`src/rtl/phase_sequencer.sv`:
```
// rtl/phase_sequencer.sv - traffic phase sequencer with round-robin priority phases (optional ALLRED via PHASE_SEQ_ALLRED_EN)
module phase_sequencer #(
    parameter int N_BASE       = 2,
    parameter int N_PRI        = 2,
    parameter int TW           = 8,
    parameter int GREEN_TICKS  = 4,
    parameter int YELLOW_TICKS = 2,
    parameter int ALLRED_TICKS = 1,
    localparam int PW          = $clog2(N_BASE + N_PRI)
) (
    input  logic             clk,
    input  logic             rst_n,
    input  logic             tick,
    input  logic [N_PRI-1:0] pri_req,
    input  logic             hold,
    output logic [PW-1:0]    current_phase,
    output logic [1:0]       light_state,
    output logic [N_PRI-1:0] pri_grant,
    output logic             phase_done
);

    localparam int RW = (N_PRI > 1) ? $clog2(N_PRI) : 1;

    typedef enum logic [1:0] {
        S_GREEN  = 2'd0,
        S_YELLOW = 2'd1,
        S_ALLRED = 2'd2
    } state_t;

    localparam logic [TW-1:0] G_LOAD = TW'(GREEN_TICKS - 1);
    localparam logic [TW-1:0] Y_LOAD = TW'(YELLOW_TICKS - 1);
`ifdef PHASE_SEQ_ALLRED_EN
    localparam logic [TW-1:0] A_LOAD = TW'(ALLRED_TICKS - 1);
    localparam state_t        S_LAST = S_ALLRED;
`else
    localparam state_t        S_LAST = S_YELLOW;
`endif

    state_t             state;
    logic [TW-1:0]      timer;
    logic [N_PRI-1:0]   pend;
    logic [RW-1:0]      rr_ptr;

    logic               found;
    logic [RW-1:0]      k_sel;
    logic [N_PRI-1:0]   k_onehot;
    logic [RW-1:0]      rr_next;
    logic               grant_now;
    logic               advance;
    logic [PW-1:0]      next_phase;

    // Round-robin search of the pending latch, starting at rr_ptr and wrapping
    always_comb begin
        int j;
        found = 1'b0;
        k_sel = '0;
        j     = 0;
        for (int i = 0; i < N_PRI; i++) begin
            j = int'(rr_ptr) + i;
            if (j >= N_PRI) j = j - N_PRI;
            if (!found && pend[RW'(j)]) begin
                found = 1'b1;
                k_sel = RW'(j);
            end
        end
    end

    always_comb begin
        k_onehot        = '0;
        k_onehot[k_sel] = 1'b1;
        rr_next         = (k_sel == RW'(N_PRI - 1)) ? '0 : k_sel + RW'(1);
        grant_now       = (current_phase == PW'(N_BASE - 1)) && found;
        advance         = tick && (timer == '0) && (state == S_LAST);
        if (current_phase < PW'(N_BASE - 1))
            next_phase = current_phase + PW'(1);
        else if (grant_now)
            next_phase = PW'(N_BASE) + PW'(k_sel);
        else
            next_phase = '0;
    end

    always_ff @(posedge clk or negedge rst_n) begin
        if (!rst_n) begin
            state         <= S_GREEN;
            timer         <= G_LOAD;
            pend          <= '0;
            rr_ptr        <= '0;
            current_phase <= '0;
            pri_grant     <= '0;
            phase_done    <= 1'b0;
        end else begin
            phase_done <= 1'b0;
            pend       <= pend | pri_req;
            if (advance) begin
                state         <= S_GREEN;
                timer         <= G_LOAD;
                current_phase <= next_phase;
                phase_done    <= 1'b1;
                if (grant_now) begin
                    pri_grant     <= k_onehot;
                    rr_ptr        <= rr_next;
                    // a request still held re-latches instead of being lost
                    pend[k_sel]   <= pri_req[k_sel];
                end else begin
                    pri_grant <= '0;
                end
            end else if (tick) begin
                case (state)
                    S_GREEN: begin
                        if (timer == '0) begin
                            state <= S_YELLOW;
                            timer <= Y_LOAD;
                        end else if (!hold) begin
                            timer <= timer - TW'(1);
                        end
                    end
`ifdef PHASE_SEQ_ALLRED_EN
                    S_YELLOW: begin
                        if (timer == '0) begin
                            state <= S_ALLRED;
                            timer <= A_LOAD;
                        end else begin
                            timer <= timer - TW'(1);
                        end
                    end
                    S_ALLRED: timer <= timer - TW'(1);
`else
                    S_YELLOW: timer <= timer - TW'(1);
`endif
                    default: begin
                        state <= S_GREEN;
                        timer <= G_LOAD;
                    end
                endcase
            end
        end
    end

    assign light_state = state;

endmodule

```
`config.mk`:
```
export PLATFORM = sky130hd
export DESIGN_NAME = phase_sequencer
export DESIGN_NICKNAME = d
export VERILOG_FILES = /design/src/rtl/phase_sequencer.sv
export SDC_FILE = /design/constraint.sdc
export NUM_CORES = 1
export LEC_CHECK = 0
export BUFFER_PORTS_ARGS = -buffer_cell sky130_fd_sc_hd__buf_4
export CAP_MARGIN = 20
export CORE_UTILIZATION = 36
export CTS_CLUSTER_DIAMETER = 40
export CTS_CLUSTER_SIZE = 8
export DETAILED_ROUTE_END_ITERATION = 10
export GPL_ROUTABILITY_DRIVEN = 0
export GPL_TIMING_DRIVEN = 0
export HOLD_SLACK_MARGIN = 0.05
export SETUP_SLACK_MARGIN = 0.1
export SLEW_MARGIN = 5
export SYNTH_ARGS = -nofsm -noshare
export SYNTH_HDL_FRONTEND = slang
export SYNTH_SLANG_ARGS = --single-unit
```
`constraint.sdc`:
```
create_clock -name clk -period 2.1 [get_ports clk]
set_input_delay 0.21 -clock clk [delete_from_list [all_inputs] [get_ports clk]]
set_output_delay 0.21 -clock clk [all_outputs]
set_load 0.005 [all_outputs]
```
==> run metrics <==
nature of the critical path startpoint flop; critical path arrival 2.08 ns; core area 0.00223 mm^2; final worst path period need 1.90 ns; deepest clock path buffer count 2; Clock power frac 20.5%; combined area of the multi-input logic cells 429 um^2; GRT Resource Usage Total 13.6%; Gate Count Post-Synth 84; slowest library cell on the worst path or4b_4; overall die area 0.00258 mm^2; fill cell total of the finished layout 230; unrepaired setup endpoints after global routing false; Crit Path Max Fanout 4; number of sinks driven by the clock tree 16; hold crit path type primary input to flop; leakage component of the power 0.450 nW; Crit path buffers/inverters 1; count of final max-slew check failures 0; Iteration-0 DRC Markers 7; post-layout instance area 0.00102 mm^2; count of H-tree levels built during CTS 1; number of flops mapped to enable cells by yosys 0; fraction of power spent switching nets 32.5%; cell area power density 966 mW/mm^2; worst-path cell chain inv_1 > ha_1 > or4b_4 > or3_1 > mux2_4; post-detailed-route count of antenna-violating nets 0; global-route wire length before repair 2550 um; effective utilization at floorplan 38.4%; outcome completed; drt drc 0; total global routing overflow 0; Synth Cell Area 857 um^2; layout-stage area growth over the synthesis result 19.1%; Psw 320 uW; average size of a mapped cell 10.2 um^2; routed wire length 1490 um; area taken by flip-flops and latches 403 um^2; wire length per cell after detailed routing 11.8 um; clock latency at the later pin of the worst-skew pair 0.28 ns; fin crit share 90.6%; Netlist cell types 36; number of hold violations in the final report 0; flop and latch count out of synthesis 16; post-synthesis cell type with the largest combined area dfrtp_1; share of the synthesized area in the top cell type 40.9%; P_int 666 uW; accumulated negative setup slack 0 ns; row count 17; die width 50.8 um; number of CTS-inserted buffers 3; most common cell after layout, fill and taps aside dfrtp_1; HPWL reported at the end of detailed placement 1110 um; vias per cell 4.90; Root Driver clkbuf_4; leading cell types in the layout, fill and taps excluded 14 x dfrtp_1, 10 x nand2_1, 10 x buf_4; crit-path max cell delay 0.49 ns; Achievable Freq 526 MHz; largest net degree at the start of global routing 17; endpoints failing setup 0; share of total power in sequential cells 49.9%; Post-synth ARST share 100%; antenna violations before repair 0; CP Capture Type flop; I/O pin cnt 13; Port Buffer Count 9; synthesized netlist net count 93; category of cells accounting for the largest share of critical-path delay simple AND/OR/NAND/NOR gates; fraction of layout instances using a drive strength above 1 29.6%; share of the yosys chip area belonging to registers 47.0%; number of nets at the end of the flow 108; DR pass1 iterations 4; antenna cell count 0; IR drop worst, VDD 0.454 mV; fraction of power consumed by combinational cells 29.5%; placed cell area 960 um^2; vias in the first global route 570; Clock Skew 0.00901 ns; max-cap violation count 0; number of buffers inserted by post-CTS setup repair 0; clock-pin slew on the worst setup and hold paths 0.10 ns; total via count in the routed design 617; class of the most critical setup path flop to flop; die height 50.8 um; leading cell types by total area after synthesis dfrtp_1 41%, dfstp_2 6.1%, ha_1 4.4%, nand2_1 4.4%, mux2_2 3.9%; required time of the critical path 2.28 ns; number of warnings issued by yosys 0; top_reg_cell synth dfrtp_1; CTS tree built
-- power by group through the flow --
stage | Clock (mW) | Sequential [mW] | Combinational (mW)
2_1_floorplan | 0 | 0.477 | 0.214
3_3_place_gp | 0 | 0.491 | 0.283
3_5_place_dp | 0 | 0.495 | 0.289
4_1_cts | 0.214 | 0.489 | 0.293
5_1_grt | 0.228 | 0.506 | 0.336
6_report | 0.202 | 0.492 | 0.291
-- metal layers --
layer / wire (um) / vias to the layer above / share of wire [%] / global-route usage [%]
li1: - / 319 / - / -
met1: 727 / 288 / 49 / 17.4
met2: 704 / 10 / 47 / 22.2
met3: 53 / 0 / 3.6 / 5.45
met4: 0 / 0 / 0 / 1.39
met5: 0 / - / 0 / 0
-- path summary, 6_finish.rpt --
check	cells after the start	to	slack [ns]	startpoint
worst max-delay path	5	timer[6]	0.20	timer[0]
worst min-delay path	2	pend[0]	0.11	pri_req[0]
worst max register to register	5	timer[6]	0.20	timer[0]
worst min register to register	1	pri_grant[0]	0.52	pri_grant[0]
max in group asynchronous	2	timer[0]	1.54	rst_n
min in group asynchronous	2	timer[6]	0.31	rst_n
-- sequential cells by signal, indices dropped and copies added, names as in the netlist --
register and flops:
pri_grant 2, rr_ptr 1, timer 8, phase_done 1, light_state 1, pend 1
current_phase 2
-- stage by stage --
step	setup WS (ns)	util, %	hold WS [ns]	cells	total power [mW]
finish	0.197	45.7	0.106	126	0.986
CTS	0.184	45.0	0.0897	126	0.996
global route	0.105	45.7	0.0732	126	1.07
detailed placement	0.202	43.0	0.0845	121	0.785
global placement	0.245	43.0	0.0845	121	0.774
floorplan	0.288	-	-0.0856	84	0.691
-- cell usage after synthesis (all sizes together) (3+ instances only) --
master,number
nand2,10
nor3,3
nor2,5
o21ai,6
ha,3
or3,3
inv,5
mux2,4
dfrtp,14
nand3,5
-- logic make-up (layout without fill, tap and decap cells) --
kind of cell,count (synthesis),in the layout,synth area share (%)
compound gates,13,13,10.2
xor+xnor,2,2,2.04
buf+inv,7,21,4.38
simple gates,36,36,23.5
other cells,1,1,0.438
mux,6,6,8.03
fa+ha+maj,3,3,4.38
flops,16,16,47.0
-- what timing repair did --
| action | in CTS | in global routing |
|---|---|---|
| endpoints found under the hold margin | 16 | 0 |
| resized for setup | 0 | 3 |
| hold buffers | 1 | 0 |
| setup endpoints to repair | 0 | 3 |
-- area by class of cell --
type | count | share of cell area [%]
inverters | 5 | 2.08
well taps | 28 | 3.43
multi-input cells | 61 | 42.0
plain buffers | 2 | 1.84
clock buffers | 4 | 3.55
flip-flops and latches | 16 | 39.5
repair buffers | 10 | 7.60
(Power assumes the default switching activity.)
